`config.mk`:
```
export PLATFORM = sky130hd
export DESIGN_NAME = spwm_phase_scheduler
export DESIGN_NICKNAME = d
export VERILOG_FILES = /design/src/rtl/spwm_phase_scheduler.sv
export SDC_FILE = /design/constraint.sdc
export NUM_CORES = 1
export LEC_CHECK = 0
export ABC_AREA = 1
export CAP_MARGIN = 20
export CORE_UTILIZATION = 61
export CTS_CLUSTER_DIAMETER = 150
export DETAILED_ROUTE_END_ITERATION = 8
export GPL_TIMING_DRIVEN = 0
export PLACE_DENSITY = 0.9
export SLEW_MARGIN = 20
export SYNTH_ARGS = -nofsm -noshare
export SYNTH_HDL_FRONTEND = slang
export SYNTH_SLANG_ARGS = --single-unit
```
`constraint.sdc`:
```
create_clock -name clk -period 11.68 [get_ports clk]
set_clock_uncertainty 0.2 [all_clocks]
set_input_delay 2.336 -clock clk [delete_from_list [all_inputs] [get_ports clk]]
set_output_delay 2.336 -clock clk [all_outputs]
set_load 0.03 [all_outputs]
```
`src/rtl/spwm_phase_scheduler.sv`:
```
// SPWM phase scheduler: phase accumulator plus three-phase sample fetch
// from one shared ROM. Optional ack watchdog: SPWM_ACK_TIMEOUT_EN.
module spwm_phase_scheduler #(
   parameter int ADDR_BITS   = 8,
   parameter int SAMPLE_BITS = 12,
   parameter int ACC_BITS    = 32,
   parameter int UPDATE_DIV  = 64
) (
   input  logic                   clk,
   input  logic                   reset,
   input  logic                   enable,
   input  logic [ACC_BITS-1:0]    tuning_word,
   input  logic                   tw_load,
   input  logic                   flags_clr,
   output logic                   rom_req,
   output logic [ADDR_BITS-1:0]   rom_addr,
   input  logic                   rom_ack,
   input  logic [SAMPLE_BITS-1:0] rom_data,
   output logic [SAMPLE_BITS-1:0] sample_a,
   output logic [SAMPLE_BITS-1:0] sample_b,
   output logic [SAMPLE_BITS-1:0] sample_c,
   output logic                   samples_valid,
   output logic                   busy,
   output logic                   overrun,
   output logic                   rom_error
);

   typedef enum logic [1:0] {
      IDLE    = 2'd0,
      FETCH_A = 2'd1,
      FETCH_B = 2'd2,
      FETCH_C = 2'd3
   } state_t;

   localparam int PS_BITS = $clog2(UPDATE_DIV);
   localparam logic [PS_BITS-1:0] PS_MAX = PS_BITS'(UPDATE_DIV - 1);

   // 120 degrees is a third of the table, rounded down
   localparam int OFS = (2 ** ADDR_BITS) / 3;
   localparam logic [ADDR_BITS-1:0] OFS_1 = ADDR_BITS'(OFS);
   localparam logic [ADDR_BITS-1:0] OFS_2 = ADDR_BITS'(2 * OFS);

   state_t state;
   state_t state_nxt;

   logic [PS_BITS-1:0]     prescaler;
   logic                   tick;
   logic                   accept_tick;
   logic [ACC_BITS-1:0]    phase_acc;
   logic [ACC_BITS-1:0]    tw_pending;
   logic [ACC_BITS-1:0]    tw_active;
   logic [ADDR_BITS-1:0]   base;
   logic [ADDR_BITS-1:0]   addr_b;
   logic [ADDR_BITS-1:0]   addr_c;
   logic [SAMPLE_BITS-1:0] shadow_a;
   logic [SAMPLE_BITS-1:0] shadow_b;
   logic                   cap_a;
   logic                   cap_b;
   logic                   commit;
   logic                   wd_expire;

   assign tick        = enable && (prescaler == PS_MAX);
   assign accept_tick = tick && (state == IDLE);
   assign busy        = (state != IDLE);

   assign base   = phase_acc[ACC_BITS-1 -: ADDR_BITS];
   assign addr_b = base + OFS_1;
   assign addr_c = base + OFS_2;

   // update-rate prescaler, frozen while disabled
   always_ff @(posedge clk or posedge reset) begin
      if (reset) begin
         prescaler <= '0;
      end else if (enable) begin
         if (prescaler == PS_MAX)
            prescaler <= '0;
         else
            prescaler <= prescaler + 1'b1;
      end
   end

   // tuning word staging and phase accumulation on accepted ticks
   always_ff @(posedge clk or posedge reset) begin
      if (reset) begin
         tw_pending <= '0;
         tw_active  <= '0;
         phase_acc  <= '0;
      end else begin
         if (tw_load)
            tw_pending <= tuning_word;
         if (accept_tick) begin
            tw_active <= tw_pending;
            phase_acc <= phase_acc + tw_pending;
         end
      end
   end

   // fsm state register
   always_ff @(posedge clk or posedge reset) begin
      if (reset)
         state <= IDLE;
      else
         state <= state_nxt;
   end

   // fsm next state and fetch request decode
   always_comb begin
      state_nxt = state;
      rom_req   = 1'b0;
      rom_addr  = '0;
      cap_a     = 1'b0;
      cap_b     = 1'b0;
      commit    = 1'b0;
      unique case (state)
         IDLE: begin
            if (tick)
               state_nxt = FETCH_A;
         end
         FETCH_A: begin
            rom_req  = 1'b1;
            rom_addr = base;
            if (rom_ack) begin
               cap_a     = 1'b1;
               state_nxt = FETCH_B;
            end else if (wd_expire) begin
               state_nxt = IDLE;
            end
         end
         FETCH_B: begin
            rom_req  = 1'b1;
            rom_addr = addr_b;
            if (rom_ack) begin
               cap_b     = 1'b1;
               state_nxt = FETCH_C;
            end else if (wd_expire) begin
               state_nxt = IDLE;
            end
         end
         FETCH_C: begin
            rom_req  = 1'b1;
            rom_addr = addr_c;
            if (rom_ack) begin
               commit    = 1'b1;
               state_nxt = IDLE;
            end else if (wd_expire) begin
               state_nxt = IDLE;
            end
         end
         default: begin
            state_nxt = IDLE;
         end
      endcase
   end

   // shadow capture and simultaneous three-phase commit
   always_ff @(posedge clk or posedge reset) begin
      if (reset) begin
         shadow_a      <= '0;
         shadow_b      <= '0;
         sample_a      <= '0;
         sample_b      <= '0;
         sample_c      <= '0;
         samples_valid <= 1'b0;
      end else begin
         samples_valid <= commit;
         if (cap_a)
            shadow_a <= rom_data;
         if (cap_b)
            shadow_b <= rom_data;
         if (commit) begin
            sample_a <= shadow_a;
            sample_b <= shadow_b;
            sample_c <= rom_data;
         end
      end
   end

   // sticky overrun: a tick landed while a fetch was still running
   always_ff @(posedge clk or posedge reset) begin
      if (reset)
         overrun <= 1'b0;
      else if (tick && busy)
         overrun <= 1'b1;
      else if (flags_clr)
         overrun <= 1'b0;
   end

`ifdef SPWM_ACK_TIMEOUT_EN
   logic [7:0] wd_cnt;
   logic       rom_error_q;

   // watchdog counts unacknowledged cycles within one fetch state
   always_ff @(posedge clk or posedge reset) begin
      if (reset)
         wd_cnt <= '0;
      else if (state == IDLE || rom_ack || state_nxt != state)
         wd_cnt <= '0;
      else
         wd_cnt <= wd_cnt + 8'd1;
   end

   // expire on the 255th cycle spent waiting
   assign wd_expire = busy && (wd_cnt == 8'd254);

   // sticky rom_error, set on abort
   always_ff @(posedge clk or posedge reset) begin
      if (reset)
         rom_error_q <= 1'b0;
      else if (wd_expire && !rom_ack)
         rom_error_q <= 1'b1;
      else if (flags_clr)
         rom_error_q <= 1'b0;
   end

   assign rom_error = rom_error_q;
`else
   assign wd_expire = 1'b0;
   assign rom_error = 1'b0;
`endif

endmodule

```
==> results.md, run 1 <==
- Initial Utilization: 62.5%
- Min cycle time layout: 5300 ps
- Tcrit/Tclk final: 45.4%
- Pin count of the biggest net entering global routing: 94
- Initial antenna violation count: 0
- R2r worst-path depth: 10
- Setup TNS: 0 ps
- Via count: 7,309
- Maximum vdd drop: 0.000176 V
- Startpoint types: flip-flop
- Final Power: 1950 uW
- Fin cells: 1,346
- Cell Pwr Density: 201 mW/mm^2
- CTS Sinks: 134
- Worst R2R Start: phase_acc[0]$_DFFE_PP0P_
- Most frequent cells in the layout: nand2_1 (414), inv_1 (144), dfrtp_1 (134), clkdlybuf4s50_1 (96), nand3_1 (63)
- Synth Instances: 1,045
- DR iter-0 viols: 598
- Status: complete, no violations
- R2R setup slack: 9290 ps
- Critical Path RT: 9140 ps
- Largest family of logic cells by synthesized area: simple AND/OR/NAND/NOR gates
- Die X: 116 um
- Leak pwr: 0.00516 uW
- Syn Nets: 1,136
- Hold-fix buffers, CTS: 0
- # setup viols final: 0
- Share of the synthesized area in the top cell type: 42.7%
- Share of cells above drive strength 1: 8.26%
- Vias in the first global route: 6,971
- RSZ-0062 raised after global routing: false
- Layout net count: 1,252
- Mapped Area: 0.00786 mm^2
- Post-DP HPWL: 13,900 um
- Fill cell count: 874
- Grt total ovfl: 0
- CP max stage delay: 660 ps
- Post-synthesis sequential area ratio: 42.7%
- Xor/xnor cell area share of the yosys netlist: 2.01%
- Row count: 41
- Peak Freq: 0.189 GHz
- Inserted Diodes: 0
- Most common cell after layout, fill and taps aside: nand2_1
- MaxCap Viol Count: 0
- Final Hold Fails: 0
- Multiplexer area fraction after synthesis: 4.59%
- Hold Crit Start: shadow_b[3]$_DFFE_PP0P_
- Clk slew on worst S/H paths: 70 ps
- Most area-consuming cells after synthesis: dfrtp_1 (43%), nand2_1 (20%), inv_1 (6.9%)
- Critical path capture point type: primary output
- Hold path depth: 2
- Post-Synth Simple-Gate Area: 28.0%
- PortBufs: 96
- I/O pins: 99
- Crit path max fanout: 7
- Min-delay worst type: reg -> reg
- Vias per cell: 5.43
- Max clock buf depth: 2
- Avg WL per Cell: 14.9 um
- GRT Total Usage: 31.8%
- TritonCTS buffer count: 17
- Hold Path End: sample_b[3]$_DFFE_PP0P_
- H-tree depth: 4
- Clk Latency, worst-skew pair: 430 ps
- Rel. slew slack: 63.3%
- Slowest CP cell: clkdlybuf4s50_1
- Die ar.: 0.0133 mm^2
- Total Wirelength: 20,100 um
- Drt drc: 0
- First-pass GRT wire length: 32,900 um
- Synth warn: 0
- Synth Register Bits: 134
- Post-Synth Adder-Cell Area: 6.62%
- Clock root buffer: clkbuf_16
- End of the worst register-to-register path: phase_acc[28]$_DFFE_PP0P_
- Syn_area_per_cell: 7.52 um^2
- Synth async-reset ratio: 100%
- ANT nets after route: 0
- Setup bufs post-CTS: 0
- # placed instances: 1,314
- CP arrival: 2760 ps
- Fin. max-slew vios: 0
- Cell taking the most area after synthesis: dfrtp_1
- Detailed-router iteration count before antenna repair: 7
- CTS tree: built
- Core area: 0.0126 mm^2
- Post-CTS Resized: 0
- Setup CP Type: reg -> out
- Routability cong.: 0.957
- Number of synthesized flops with an enable pin: 0
- CP Cell Sequence: inv_1, ha_1, nand2_1, nand2_1, nand2_1, nand2_1, nand2_1, nand2_1, nand2_1, nand3_1, o211ai_1, nand2_1, inv_1, clkdlybuf4s50_1
- Slew @ Worst Pin: 551 ps
- Die Height: 116 um
- Compound-Gate Fraction of Synth Area: 7.10%
- Fin Hold WS: 283 ps
- Post-synthesis cell type count: 38
- Main synth FF type: dfrtp_1
- Syn-to-layout area delta: 23.1%
- Crit-path most repeated cell: nand2_1
[where the power goes]
group / internal (uW) / switching [uW] / leakage, uW / total, uW
sequential: 587 / 80.5 / 0.00170 / 668
combinational: 271 / 456 / 0.00316 / 727
clock: 308 / 244 / 0.000297 / 552
[cell usage after synthesis, types with 8 or more instances]
master    instances
inv_1           145
nor2_1           48
mux2_2           31
buf_2             9
ha_1             40
xnor2_1          15
o21ai_0          45
o21ai_2           8
a21oi_1          27
clkbuf_1         10
nand2_1         414
dfrtp_1         134
nand3_1          63
[worst max-delay path, delay by kind of cell (launching register included)]
kind / cells / cell delay [ps]
fa+ha+maj: 1 / 200
flops: 1 / 490
compound gates: 1 / 100
simple gates: 9 / 660
buf+inv: 3 / 880
[registers in the layout (all words and copies together), names as in the netlist]
| register | flops |
|---|---|
| sample_b | 12 |
| prescaler | 6 |
| state | 2 |
| overrun | 1 |
| samples_valid | 1 |
| shadow_b | 12 |
| sample_c | 12 |
| shadow_a | 12 |
| tw_pending | 32 |
| phase_acc | 32 |
| sample_a | 12 |
[cell families (layout without fill, tap and decap cells)]
| family | count (synthesis) | in the layout |
|---|---|---|
| mux | 32 | 32 |
| xor+xnor | 18 | 18 |
| other cells | 1 | 1 |
| flops | 134 | 134 |
| buf+inv | 174 | 303 |
| simple gates | 545 | 545 |
| compound gates | 100 | 100 |
| fa+ha+maj | 41 | 41 |
[area by class of cell]
type                    instances  area (um^2)  share of cell area, %
plain buffers                  26          146                   1.51
clock buffers                  17          425                   4.40
clock inverters                15          179                   1.85
inverters                     148          568                   5.87
multi-input cells             737         3800                   39.3
flip-flops and latches        134         3350                   34.7
well taps                     172          215                   2.22
repair buffers                 97          988                   10.2
[per-stage QoR]
stage	utilization, %	worst slack (ps)	instance area [um^2]
after detailed placement	72.2	6920	9070
after floorplan	-	5560	7860
after global placement	71.9	3810	9030
after CTS	77.0	6390	9670
after global routing	77.0	6160	9670
final	77.0	6380	9670
[worst max path at each step]
| stage | depth (start not counted) | end | start |
|---|---|---|---|
| floorplan | 1 | overrun$_DFFE_PP0P_ | reset |
| global placement | 2 | tw_pending[22]$_DFFE_PP0P_ | reset |
| detailed placement | 14 | rom_addr[7] | phase_acc[26]$_DFFE_PP0P_ |
| CTS | 14 | rom_addr[7] | phase_acc[26]$_DFFE_PP0P_ |
| global route | 14 | rom_addr[7] | phase_acc[26]$_DFFE_PP0P_ |
| finish | 14 | rom_addr[7] | phase_acc[26]$_DFFE_PP0P_ |
[routing by layer]
metal | track usage (%) | share of wire, % | vias to the layer above
li1 | - | - | 3500
met1 | 40.8 | 42 | 3440
met2 | 52.4 | 48 | 306
met3 | 5.44 | 6.2 | 63
met4 | 15.8 | 3.7 | 0
met5 | 0 | 0 | -
Note: power is estimated with default switching activity, not from simulation.
==> inputs of run 2 (changes only) <==
--- a/config.mk
+++ b/config.mk
@@ -7,11 +7,11 @@
 export LEC_CHECK = 0
 export ABC_AREA = 1
 export CAP_MARGIN = 20
-export CORE_UTILIZATION = 61
+export CORE_UTILIZATION = 51
 export CTS_CLUSTER_DIAMETER = 150
 export DETAILED_ROUTE_END_ITERATION = 8
 export GPL_TIMING_DRIVEN = 0
-export PLACE_DENSITY = 0.9
+export PLACE_DENSITY = 0.8
 export SLEW_MARGIN = 20
 export SYNTH_ARGS = -nofsm -noshare
 export SYNTH_HDL_FRONTEND = slang
==> constraint.sdc (replaced) <==
create_clock -name clk -period 4.8 [get_ports clk]
set_clock_uncertainty 0.2 [all_clocks]
set_input_delay 0.96 -clock clk [delete_from_list [all_inputs] [get_ports clk]]
set_output_delay 0.96 -clock clk [all_outputs]
set_load 0.03 [all_outputs]
==> run 2 against run 1 <==
Compared with the run above: global-route usage is 6.2 points lower; critical path type unchanged; sequential share of layout area fell by 0.22 points; clock power grew to 2.6 times the previous value; largest cell class unchanged; the flow now finishes with violations (DRC); flip-flop and latch count unchanged; core utilization is 13 points lower; cell area increased by 0.63%; first-iteration DRC count down 16%; register-to-register slack worse by 6900 ps.
==> results.md, run 2 (synthesized netlist as in run 1, its figures left out) <==
- Hold-fix buffers, CTS: 0 (unchanged)
- Avg WL per Cell: 14.1 um (was 14.9 um)
- Vias per cell: 5.13 (was 5.43)
- Clock root buffer: clkbuf_16 (unchanged)
- Clk Latency, worst-skew pair: 430 ps (about the same)
- Clk slew on worst S/H paths: 60 ps (was 70 ps)
- Syn-to-layout area delta: 23.9% (was 23.1%)
- Slowest CP cell: clkdlybuf4s50_1 (unchanged)
- Initial antenna violation count: 0 (unchanged)
- Met1 Wirelength: 8930 um (was 8450 um)
- CTS tree: built (unchanged)
- Fin cells: 1,362 (was 1,346)
- Cell Pwr Density: 490 mW/mm^2 (was 201 mW/mm^2)
- CP arrival: 2690 ps (was 2760 ps)
- Worst path bufs/invs: 3 (unchanged)
- Die Height: 126 um (was 116 um)
- DR iter-0 viols: 505 (was 598)
- Detailed-router iteration count before antenna repair: 7 (unchanged)
- Met2 Wirelength: 9010 um (was 9680 um)
- Final core occ: 64.3% (was 77.0%)
- Setup bufs post-CTS: 0 (unchanged)
- Min-delay worst type: reg -> reg (unchanged)
- Leak pwr: 0.00519 uW (was 0.00516 uW)
- Row count: 45 (was 41)
- Top Registers: phase_acc (32), tw_pending (32) (unchanged)
- Vias in the first global route: 6,604 (was 6,971)
- Setup CP Type: reg -> out (unchanged)
- Critical path capture point type: primary output (unchanged)
- Top Layer Used: met4 (unchanged)
- Failing checks: DRC
- Family with the most delay on the worst path: buffers and inverters (unchanged)
- I/O pins: 99 (unchanged)
- CP Cell Sequence: inv_1, ha_1, nand2_1, nand2_1, nand2_1, nand2_1, nand2_1, nand2_1, nand2_1, nand3_1, o211ai_1, nand2_1, inv_1, clkdlybuf4s50_1 (unchanged)
- Most common cell after layout, fill and taps aside: nand2_1 (unchanged)
- DP Worst Slack: 1400 ps (was 6920 ps)
- Max clock buf depth: 2 (unchanged)
- GRT Total Usage: 25.6% (was 31.8%)
- Inserted Diodes: 0 (unchanged)
- Maximum vdd drop: 0.000370 V (was 0.000176 V)
- Drt drc: 2 (was 0)
- Post-DP HPWL: 14,000 um (was 13,900 um)
- Die ar.: 0.0159 mm^2 (was 0.0133 mm^2)
- Setup TNS: 0 ps (unchanged)
- PortBufs: 96 (unchanged)
- RSZ-0062 raised after global routing: false (unchanged)
- Status: finished, violations left (was complete, no violations)
- Final setup margin: 947 ps (was 6380 ps)
- H-tree depth: 4 (unchanged)
- Startpoint types: flip-flop (unchanged)
- First-pass GRT wire length: 32,000 um (was 32,900 um)
- Slew @ Worst Pin: 528 ps (was 551 ps)
- Core area: 0.0151 mm^2 (was 0.0126 mm^2)
- TritonCTS buffer count: 17 (unchanged)
- Layout net count: 1,252 (unchanged)
- Most frequent cells in the layout: nand2_1 (414), inv_1 (144), dfrtp_1 (134), clkdlybuf4s50_1 (96), nand3_1 (63) (unchanged)
- # placed instances: 1,330 (was 1,314)
- Post-CTS Resized: 0 (unchanged)
- ANT nets after route: 0 (unchanged)
- # setup viols final: 0 (unchanged)
- Peak Freq: 0.260 GHz
- CP max stage delay: 660 ps (about the same)
- Min cycle time layout: 3850 ps
- Rel. slew slack: 64.8% (was 63.3%)
- Fill cell count: 1,334 (was 874)
- Crit path max fanout: 7 (unchanged)
- Total Wirelength: 19,300 um (was 20,100 um)
- Crit-path most repeated cell: nand2_1 (unchanged)
- Die X: 126 um (was 116 um)
- Share of cells above drive strength 1: 8.26% (unchanged)
- CTS Sinks: 134 (unchanged)
- Fin. max-slew vios: 0 (unchanged)
- Pin count of the biggest net entering global routing: 104 (was 94)
- Tcrit/Tclk final: 80.3%
- Routability cong.: 0.900 (was 0.957)
- Critical Path RT: 3640 ps (was 9140 ps)
- Met3 wire len: 893 um (was 1240 um)
- Initial Utilization: 51.9% (was 62.5%)
- Final Hold Fails: 0 (unchanged)
- MaxCap Viol Count: 0 (unchanged)
- Grt total ovfl: 0 (unchanged)
- Via count: 6,982 (was 7,309)
[run 2: path summary, 6_finish.rpt]
check	endpoint	startpoint	slack, ps	cells after the start
max	rom_addr[7]	phase_acc[26]$_DFFE_PP0P_	950	14
min	sample_b[8]$_DFFE_PP0P_	shadow_b[8]$_DFFE_PP0P_	270	2
max reg2reg	phase_acc[28]$_DFFE_PP0P_	phase_acc[0]$_DFFE_PP0P_	2410	10
min reg2reg	sample_b[8]$_DFFE_PP0P_	shadow_b[8]$_DFFE_PP0P_	270	2
max in group asynchronous	tw_pending[22]$_DFFE_PP0P_	reset	2950	3
min in group asynchronous	tw_pending[12]$_DFFE_PP0P_	reset	680	2
[run 2: cell type report]
| type | instances | area (um^2) | area share (%) |
|---|---|---|---|
| well taps | 188 | 235 | 2.42 |
| repair buffers | 97 | 988 | 10.2 |
| inverters | 148 | 568 | 5.83 |
| multi-input cells | 737 | 3800 | 39.0 |
| clock inverters | 15 | 220 | 2.26 |
| plain buffers | 26 | 146 | 1.50 |
| flip-flops and latches | 134 | 3350 | 34.4 |
| clock buffers | 17 | 425 | 4.37 |
[run 2: worst reg2reg max path: stages (launching register included)]
cell and delay (ps):
dfrtp_1 380, ha_1 250, fa_1 470, nand3_1 120
nand3_1 150, nand3_1 110, nand3_1 200, nand2_1 160
nand3_1 80, nand3_1 100, nand2_1 50
[run 2: metal layers]
layer	up-vias	global-route usage [%]
li1	3493	-
met1	3260	34.4
met2	192	41.1
met3	37	5.10
met4	0	9.36
met5	-	0
[run 2: where the power goes]
part | internal, uW | switching (uW)
combinational | 658 | 1060
clock | 853 | 589
sequential | 1430 | 184
[run 2: per-stage QoR]
stage	total power [uW]	hold slack, ps	area, um^2
CTS	4780	274	9740
global placement	3280	250	9050
global route	5030	288	9740
detailed placement	3330	258	9090
finish	4770	272	9740
floorplan	2690	242	7860
